[config.mk]
export PLATFORM = sky130hd
export DESIGN_NAME = pipe_decode_flat
export DESIGN_NICKNAME = d
export VERILOG_FILES = /design/src/rtl/pipe_decode_if.sv /design/src/rtl/pipe_decode.sv /design/src/flat_wrapper.sv
export SDC_FILE = /design/constraint.sdc
export NUM_CORES = 2
export LEC_CHECK = 0
export CORE_ASPECT_RATIO = 1.4
export CORE_MARGIN = 2
export CORE_UTILIZATION = 45
export CTS_CLUSTER_SIZE = 30
export DETAILED_ROUTE_END_ITERATION = 16
export PLACE_DENSITY = 0.64
export REMOVE_ABC_BUFFERS = 1
export SLEW_MARGIN = 15
export SYNTH_ARGS = -nofsm -noshare
export SYNTH_HDL_FRONTEND = slang
export SYNTH_SLANG_ARGS = --single-unit
[constraint.sdc]
create_clock -name clk -period 6.19 [get_ports clk]
set_input_delay 1.238 -clock clk [delete_from_list [all_inputs] [get_ports clk]]
set_output_delay 1.238 -clock clk [all_outputs]
set_load 0.02 [all_outputs]
[src/rtl/pipe_decode_if.sv]
// Fetch-to-decode, writeback and D/E register signals of the decode stage.
// The master drives the fetch/writeback side; the slave (decode) returns e_*.
interface pipe_decode_if #(
  parameter int DATA_W = 64
);
  logic [3:0]        d_icode, d_ifun, d_rA, d_rB;
  logic [DATA_W-1:0] d_valC, d_valP;
  logic              d_valid;
  logic              stall, bubble;
  logic [3:0]        w_dstE, w_dstM;
  logic [DATA_W-1:0] w_valE, w_valM;
  logic              e_valid;
  logic [3:0]        e_icode, e_ifun, e_srcA, e_srcB, e_dstE, e_dstM;
  logic [DATA_W-1:0] e_valA, e_valB, e_valC;

  modport master (
    output d_icode, d_ifun, d_rA, d_rB, d_valC, d_valP, d_valid,
    output stall, bubble, w_dstE, w_dstM, w_valE, w_valM,
    input  e_valid, e_icode, e_ifun, e_srcA, e_srcB, e_dstE, e_dstM,
    input  e_valA, e_valB, e_valC
  );

  modport slave (
    input  d_icode, d_ifun, d_rA, d_rB, d_valC, d_valP, d_valid,
    input  stall, bubble, w_dstE, w_dstM, w_valE, w_valM,
    output e_valid, e_icode, e_ifun, e_srcA, e_srcB, e_dstE, e_dstM,
    output e_valA, e_valB, e_valC
  );
endinterface

[src/rtl/pipe_decode.sv]
// Y86-style decode stage: register-ID decode, register file with same-cycle
// writeback bypass, operand select and the D/E pipeline register.
module pipe_decode #(
  parameter int DATA_W = 64,
  parameter int NREG   = 15,
  parameter int RSP_ID = 4
) (
  input logic         clk,
  input logic         reset,
  pipe_decode_if.slave bus
);
  localparam logic [3:0] RNONE   = 4'hF;
  localparam logic [3:0] RSP     = 4'(RSP_ID);
  localparam logic [3:0] NREG_ID = 4'(NREG);

  typedef struct packed {
    logic              valid;
    logic [3:0]        icode, ifun, srcA, srcB, dstE, dstM;
    logic [DATA_W-1:0] valA, valB, valC;
  } de_t;

  logic [DATA_W-1:0] rf [NREG];
  logic [3:0]        srcA, srcB, dstE, dstM;
  logic [DATA_W-1:0] rdA, rdB, valA;
  de_t               de_q, de_nop, de_nxt;

  always_comb begin
    srcA = RNONE;
    srcB = RNONE;
    dstE = RNONE;
    dstM = RNONE;
    case (bus.d_icode)
      4'd2:  begin srcA = bus.d_rA;                   dstE = bus.d_rB; end
      4'd3:  begin                                    dstE = bus.d_rB; end
      4'd4:  begin srcA = bus.d_rA; srcB = bus.d_rB;                   end
      4'd5:  begin srcB = bus.d_rB;                   dstM = bus.d_rA; end
      4'd6:  begin srcA = bus.d_rA; srcB = bus.d_rB;  dstE = bus.d_rB; end
      4'd8:  begin srcB = RSP;                        dstE = RSP;      end
      4'd9:  begin srcA = RSP;      srcB = RSP;       dstE = RSP;      end
      4'd10: begin srcA = bus.d_rA; srcB = RSP;       dstE = RSP;      end
      4'd11: begin srcA = RSP;      srcB = RSP;       dstE = RSP;  dstM = bus.d_rA; end
      default: ;
    endcase
  end

  // Reads see this cycle's writeback (M over E) so there is no RAW gap.
  always_comb begin
    rdA = '0;
    if (srcA < NREG_ID) begin
      if (srcA == bus.w_dstM)      rdA = bus.w_valM;
      else if (srcA == bus.w_dstE) rdA = bus.w_valE;
      else                         rdA = rf[srcA];
    end
  end

  always_comb begin
    rdB = '0;
    if (srcB < NREG_ID) begin
      if (srcB == bus.w_dstM)      rdB = bus.w_valM;
      else if (srcB == bus.w_dstE) rdB = bus.w_valE;
      else                         rdB = rf[srcB];
    end
  end

  assign valA = (bus.d_icode == 4'd7 || bus.d_icode == 4'd8) ? bus.d_valP : rdA;

  always_comb begin
    de_nop       = '0;
    de_nop.icode = 4'h1;
    de_nop.srcA  = RNONE;
    de_nop.srcB  = RNONE;
    de_nop.dstE  = RNONE;
    de_nop.dstM  = RNONE;
  end

  always_comb begin
    de_nxt       = '0;
    de_nxt.valid = 1'b1;
    de_nxt.icode = bus.d_icode;
    de_nxt.ifun  = bus.d_ifun;
    de_nxt.srcA  = srcA;
    de_nxt.srcB  = srcB;
    de_nxt.dstE  = dstE;
    de_nxt.dstM  = dstM;
    de_nxt.valA  = valA;
    de_nxt.valB  = rdB;
    de_nxt.valC  = bus.d_valC;
  end

  // M is written last so it wins when both ports target one register.
  always_ff @(posedge clk) begin
    if (reset) begin
      for (int i = 0; i < NREG; i++) rf[i] <= '0;
    end else begin
      if (bus.w_dstE < NREG_ID) rf[bus.w_dstE] <= bus.w_valE;
      if (bus.w_dstM < NREG_ID) rf[bus.w_dstM] <= bus.w_valM;
    end
  end

  always_ff @(posedge clk) begin
    if (reset)                           de_q <= de_nop;
    else if (bus.stall)                  de_q <= de_q;
    else if (bus.bubble || !bus.d_valid) de_q <= de_nop;
    else                                 de_q <= de_nxt;
  end

  assign bus.e_valid = de_q.valid;
  assign bus.e_icode = de_q.icode;
  assign bus.e_ifun  = de_q.ifun;
  assign bus.e_srcA  = de_q.srcA;
  assign bus.e_srcB  = de_q.srcB;
  assign bus.e_dstE  = de_q.dstE;
  assign bus.e_dstM  = de_q.dstM;
  assign bus.e_valA  = de_q.valA;
  assign bus.e_valB  = de_q.valB;
  assign bus.e_valC  = de_q.valC;
endmodule

[src/flat_wrapper.sv]
// flat-port wrapper written by rule: the top's interface ports become plain ports
module pipe_decode_flat 
#(
  parameter int DATA_W = 64,
  parameter int NREG   = 15,
  parameter int RSP_ID = 4
)
  (clk, reset, bus_d_icode, bus_d_ifun, bus_d_rA, bus_d_rB, bus_d_valC, bus_d_valP, bus_d_valid, bus_stall, bus_bubble, bus_w_dstE, bus_w_dstM, bus_w_valE, bus_w_valM, bus_e_valid, bus_e_icode, bus_e_ifun, bus_e_srcA, bus_e_srcB, bus_e_dstE, bus_e_dstM, bus_e_valA, bus_e_valB, bus_e_valC);
  pipe_decode_if #(.DATA_W(DATA_W)) bus_i ();
  input logic clk;
  input logic reset;
  input wire logic [$bits(bus_i.d_icode)-1:0] bus_d_icode;
  input wire logic [$bits(bus_i.d_ifun)-1:0] bus_d_ifun;
  input wire logic [$bits(bus_i.d_rA)-1:0] bus_d_rA;
  input wire logic [$bits(bus_i.d_rB)-1:0] bus_d_rB;
  input wire logic [$bits(bus_i.d_valC)-1:0] bus_d_valC;
  input wire logic [$bits(bus_i.d_valP)-1:0] bus_d_valP;
  input wire logic [$bits(bus_i.d_valid)-1:0] bus_d_valid;
  input wire logic [$bits(bus_i.stall)-1:0] bus_stall;
  input wire logic [$bits(bus_i.bubble)-1:0] bus_bubble;
  input wire logic [$bits(bus_i.w_dstE)-1:0] bus_w_dstE;
  input wire logic [$bits(bus_i.w_dstM)-1:0] bus_w_dstM;
  input wire logic [$bits(bus_i.w_valE)-1:0] bus_w_valE;
  input wire logic [$bits(bus_i.w_valM)-1:0] bus_w_valM;
  output wire logic [$bits(bus_i.e_valid)-1:0] bus_e_valid;
  output wire logic [$bits(bus_i.e_icode)-1:0] bus_e_icode;
  output wire logic [$bits(bus_i.e_ifun)-1:0] bus_e_ifun;
  output wire logic [$bits(bus_i.e_srcA)-1:0] bus_e_srcA;
  output wire logic [$bits(bus_i.e_srcB)-1:0] bus_e_srcB;
  output wire logic [$bits(bus_i.e_dstE)-1:0] bus_e_dstE;
  output wire logic [$bits(bus_i.e_dstM)-1:0] bus_e_dstM;
  output wire logic [$bits(bus_i.e_valA)-1:0] bus_e_valA;
  output wire logic [$bits(bus_i.e_valB)-1:0] bus_e_valB;
  output wire logic [$bits(bus_i.e_valC)-1:0] bus_e_valC;
  assign bus_i.d_icode = bus_d_icode;
  assign bus_i.d_ifun = bus_d_ifun;
  assign bus_i.d_rA = bus_d_rA;
  assign bus_i.d_rB = bus_d_rB;
  assign bus_i.d_valC = bus_d_valC;
  assign bus_i.d_valP = bus_d_valP;
  assign bus_i.d_valid = bus_d_valid;
  assign bus_i.stall = bus_stall;
  assign bus_i.bubble = bus_bubble;
  assign bus_i.w_dstE = bus_w_dstE;
  assign bus_i.w_dstM = bus_w_dstM;
  assign bus_i.w_valE = bus_w_valE;
  assign bus_i.w_valM = bus_w_valM;
  assign bus_e_valid = bus_i.e_valid;
  assign bus_e_icode = bus_i.e_icode;
  assign bus_e_ifun = bus_i.e_ifun;
  assign bus_e_srcA = bus_i.e_srcA;
  assign bus_e_srcB = bus_i.e_srcB;
  assign bus_e_dstE = bus_i.e_dstE;
  assign bus_e_dstM = bus_i.e_dstM;
  assign bus_e_valA = bus_i.e_valA;
  assign bus_e_valB = bus_i.e_valB;
  assign bus_e_valC = bus_i.e_valC;
  pipe_decode #(.DATA_W(DATA_W), .NREG(NREG), .RSP_ID(RSP_ID)) u_core (.clk(clk), .reset(reset), .bus(bus_i));
endmodule
# == Yosys cells after proc, flatten, opt, wreduce, memory -nomap -nowiden ==
# Memory sizes are Yosys's and may differ from the RTL's.
# Cells that the tools add are included.
# word_totals
register_bits,217
ram_bits,960
inputBits,285
elab_cells,66
mem_count,1
# memory_table
memory,words,word_bits,rd,rd_ports_with_merged_regs,write_ports,line,rtl
u_core.rf,15,64,2,0,15,pipe_decode.sv:22,logic [DATA_W-1:0] rf [NREG];
# op_classes
n_lt_le_gt_ge,4
n_eq_ne,14
mux,26
n_reduce_logical,11
# op_table
operator,count
64-bit 2-to-1 mux,9
217-bit 2-to-1 mux,1
64-bit OR reduction,2
4-bit case mux with 2 select lines,3
4-bit by 3-bit equality test with 1-bit output (second input constant),4
4-bit equality test,4
4-bit equality test (second input constant),4
4-bit < comparator (second input constant),4
4-bit 2-to-1 mux,3
1-bit 2-to-1 mux,10
4-bit by 2-bit equality test with 1-bit output (second input constant),2
4-bit OR reduction,2
3-bit OR reduction,2
2-bit OR reduction,2
1-bit logical OR,2
1-bit logical NOT,1

# == Logic depth before layout (Yosys ltp) ==
# logic_depth
word_depth,9
ltp_mapped,12
ltp_nobuf,7

# == Worst setup path after synthesis ==
# OpenSTA, ideal clock, no wires.
# synth_timing
path_kind,input-to-reg
from,input port bus_w_dstM[2]
to,"memory u_core.rf[0][0], enable pin"
setup_time_ns,0.421
t_arrival_ns,3.866
path_slack_ns,1.903
stages,5
n_path_buf,2
cell_sequence,or3_1 > nor3_1 > clkbuf_1 > clkbuf_1 > a211o_1
# synth_rtl
item,line,rtl
from (decl),flat_wrapper.sv:22,input wire logic [$bits(bus_i.w_dstM)-1:0] bus_w_dstM;
to (decl),pipe_decode.sv:22,

# == Worst setup path in the final report ==
# layout_timing
from,input port bus_d_icode[1]
to,register u_core.de_q (netlist bit u_core.bus.e_valA[19])
# layout_between
elab_chain_cells,9
# layout_lines
item,line,rtl
from (decl),flat_wrapper.sv:12,input wire logic [$bits(bus_i.d_icode)-1:0] bus_d_icode;
4-bit by 3-bit equality test with 1-bit output (tied with other cells),pipe_decode.sv:32,case (bus.d_icode)
4-bit OR reduction (no line) or 2-bit OR reduction (tied branches),-,
4-bit case mux with 2 select lines,pipe_decode.sv:32,
memory read 15 x 64 bit or 4-bit equality test (tied branches),-,
64-bit 2-to-1 mux,pipe_decode.sv:51,else if (srcA == bus.w_dstE) rdA = bus.w_valE;
64-bit 2-to-1 mux,pipe_decode.sv:50,if (srcA == bus.w_dstM) rdA = bus.w_valM;
64-bit 2-to-1 mux,pipe_decode.sv:49,if (srcA < NREG_ID) begin
64-bit 2-to-1 mux (*),pipe_decode.sv:65,assign valA = (bus.d_icode == 4'd7 || bus.d_icode == 4'd8) ? bus.d_valP : rdA;
217-bit 2-to-1 mux (*),pipe_decode.sv:103,else if (bus.bubble || !bus.d_valid) de_q <= de_nop;
to (signal assigned),pipe_decode.sv:102,else if (bus.stall) de_q <= de_q;
to (signal assigned),pipe_decode.sv:103,
to (signal assigned),pipe_decode.sv:104,else de_q <= de_nxt;
to (decl),pipe_decode.sv:25,"de_t de_q, de_nop, de_nxt;"
# Every way passes the cells marked *; elsewhere a longest branch is shown, timed or not.
# A chain may end at the register's enable or synchronous reset.

==> key figures <==
Outcome
  • Status: finished, final reports clean

Place
  • Buffers added on ports: 501
  • GP Congestion: 0.879
  • DPL Wire Length: 165000 microns

Timing
  • Final setup fails: 0
  • Final Critical Period: 4.53 ns
  • Worst Clk Skew: 0.0206 ns
  • Slew headroom: 10.1%
  • Fmax: 0.221 GHz
  • Final hold violations: 0
  • Hold Slack: between 0.4 and 0.5 ns
  • Pins Over Slew Limit: 0
  • Slew @ Worst Pin: 1.35 ns
  • Final Cycle Share: 73.2%
  • RSZ-0062 raised after global routing: false

Detailed routing
  • # DRC: 0
  • Vias: ~65k
  • DRT Pass-1 Iters: 9
  • Vias/cell: 7.53
  • Antenna viol nets, final: 0
  • Initial DRC count: 11.5k
  • Wire per inst: 37.7 microns
  • Final wirelength: 324000 microns

Global routing
  • Vias in the first global route: 61.4k
  • Wire length of the first global-routing pass: 447000 microns
  • Gr usage total: 39.8%
  • Initial antenna violation count: 21
  • Largest net degree at the start of global routing: 171
  • GRT Residual Overflow: 0

Floorplan
  • Initial core utilization: 45.2%
  • Core region area: 153000 sq um
  • Chip width: 335 microns
  • Io pins: 502
  • Die Y: 467 microns
  • Rows: 170
  • Die area: 157000 sq um

Layout
  • Area of the multi-input gates: 30600 sq um
  • Area grow syn2layout: 15.1%
  • Final core area utilization: about half
  • Final net count: between 6k and 7k
  • Share of layout cells above drive strength 1: 8.63%
  • Fillers: 13.3k
  • Reg area: 35100 sq um

Synthesis
  • Number of synthesized flops with an enable pin: 1024
  • Unique masters post-synth: 82
  • Sequential-to-total area share from yosys stat: 50.9%
  • Yosys Warn Count: 0
  • Synth Area per Inst: 10.4 sq um
  • Mapped Cells: 6608
  • Mapped Area: 69000 sq um
  • Main synth FF type: edfxtp_1
  • Asr flop ratio synth: 0%
  • FF+latch count, synth: approximately 1.2k

Critical path
  • Crit-path slowest cell: buf_4
  • CP cell instances: clkdlybuf4s50_1 > buf_4 > or2_0 > nand3_1 > buf_4 > nor3_4 > buf_4 > a221o_1 > o211ai_1 > a221oi_2
  • Crit-path max FO: 33
  • Arrival time worst endpoint: 5.24 ns
  • Setup Crit Path Kind: input port to flop
  • Max incr delay on CP: between 0.7 and 0.8 ns
  • Critical Path End Type: flop
  • Most used cell along the critical path: buf_4
  • Startpoint types: input port
  • CP required: 6.89 ns

Clock tree
  • Clk slew on worst S/H paths: approximately 0.060 ns
  • # hold bufs at CTS: 0
  • CTS H-tree lvls: 4
  • Clock tree buffer depth: 3
  • Resized cells post-CTS: 0
  • Worst skew pair latency: 0.81 ns
  • CTS tree: built
  • CTS buffer count: 134
  • Root Buffer: clkbuf_16
  • # Post-CTS Setup Buffers: 0
  • Clock sinks: between 1k and 1.5k

Power and ir drop
  • Pwr dens: 270 nW/um^2
  • Leak: 28.3 nW
  • Maximum VDD drop: 0.000274 V

Run
  • Max cap viols: 0

Min path
  • Worst Hold Class: flop to flop
-- cell usage after synthesis (all sizes together), types with 65 or more instances --
master | number | share of area, %
nand2 | 1216 | 6.6
a22o | 1080 | 14
edfxtp | 1024 | 45
clkbuf | 723 | 3.9
a21oi | 263 | 1.9
buf | 256 | 1.8
mux2i | 255 | 3.7
dfxtp | 217 | 6.3
nand3 | 202 | 1.5
a221oi | 184 | 2.9
o21ai | 145 | 1.1
a32oi | 132 | 1.7
nor2 | 109 | 0.60
a22oi | 85 | 0.92
o221ai | 67 | 0.85
a221o | 66 | 0.96
nand4 | 65 | 0.59
-- state kept, by name (all words and copies together), names as in the netlist --
signal,cells
u_core.bus.e_valid,1
u_core.rf,1024
u_core.bus.e_icode,4
u_core.bus.e_valC,64
u_core.bus.e_dstM,4
u_core.bus.e_valA,64
u_core.bus.e_ifun,4
u_core.bus.e_dstE,4
u_core.bus.e_valB,64
u_core.bus.e_srcA,4
u_core.bus.e_srcB,4
-- cells in the final DEF, fill, tap and decap left out, types with 66 or more instances in the layout --
| master | count |
|---|---|
| a22oi_1 | 85 |
| clkdlybuf4s50_1 | 498 |
| a221o_1 | 66 |
| nand3_1 | 199 |
| edfxtp_1 | 1024 |
| a22o_1 | 1080 |
| buf_4 | 109 |
| a221oi_1 | 124 |
| clkbuf_16 | 139 |
| a21oi_1 | 263 |
| o21ai_0 | 81 |
| nor2_1 | 93 |
| a32oi_1 | 132 |
| dfxtp_1 | 217 |
| mux2i_1 | 255 |
| nand2_1 | 1215 |
| o221ai_1 | 67 |
-- stage by stage --
step	cell area (sq um)	power (W)	worst slack, ns	instances	TNS, ns
6_report	79400	0.0214	1.66	8594	0
5_1_grt	79400	0.0218	1.64	8587	0
4_1_cts	79400	0.0212	1.89	8580	0
3_5_place_dp	75200	0.0134	1.06	8335	0
3_3_place_gp	75200	0.0134	1.12	8335	0
2_1_floorplan	65200	0.0119	-12.99	5692	-1665.20
-- where the power goes --
| group | internal [W] | leakage (nW) | switching [W] | total (W) |
|---|---|---|---|---|
| Sequential | 0.00965 | 11.7 | 0.000311 | 0.00996 |
| Clock | 0.00440 | 2.05 | 0.00358 | 0.00798 |
| Combinational | 0.00110 | 14.6 | 0.00238 | 0.00348 |
| Total | 0.0152 | 28.3 | 0.00627 | 0.0214 |
-- final timing paths --
check | from | to | slack, ns | depth (start not counted)
min | u_core.bus.e_valB[22] | u_core.bus.e_valB[22] | 0.45 | 2
max | bus_d_icode[1] | u_core.bus.e_valA[19] | 1.66 | 10
max reg2reg | u_core.rf[11][48] | u_core.bus.e_valA[48] | 4.53 | 4
min reg2reg | u_core.bus.e_valB[22] | u_core.bus.e_valB[22] | 0.45 | 2
-- routing by layer --
layer,up-vias,GRT usage [%],share of wire [%]
met5,-,0.432,0.053
met4,22,26.6,7.7
met3,1645,11.6,15
met2,6488,59.7,43
met1,31168,49.9,34
li1,25368,-,-
-- cell type report --
cell class / count / area share, %
Multi-Input combinational cell: 4442 / 38.6
Timing Repair Buffer: 665 / 8.75
Clock buffer: 181 / 4.68
Clock inverter: 64 / 0.602
Sequential cell: 1241 / 44.2
Tap cell: 1978 / 3.12
Antenna cell: 14 / 0.0441
Inverter: 9 / 0.0425
-- cells by family (layout without fill, tap and decap cells) --
kind of cell | count (synthesis) | after routing | synth area share (%)
AOI/OAI and AO/OA | 2285 | 2285 | 27.3
buffers and inverters | 988 | 919 | 5.82
and+or+nand+nor | 1775 | 1775 | 11.3
other | 1 | 78 | 0.00544
DFF | 1241 | 1241 | 50.9
muxes | 314 | 314 | 4.66
xor gates and xnor gates | 4 | 4 | 0.0508
-- worst max-delay path: cells and delay by family --
kind / cells / cell delay, ns
buf+inv: 4 / 1.76
simple gates: 3 / 1.39
compound gates: 3 / 0.77
Note: power is estimated with default switching activity, not from simulation.
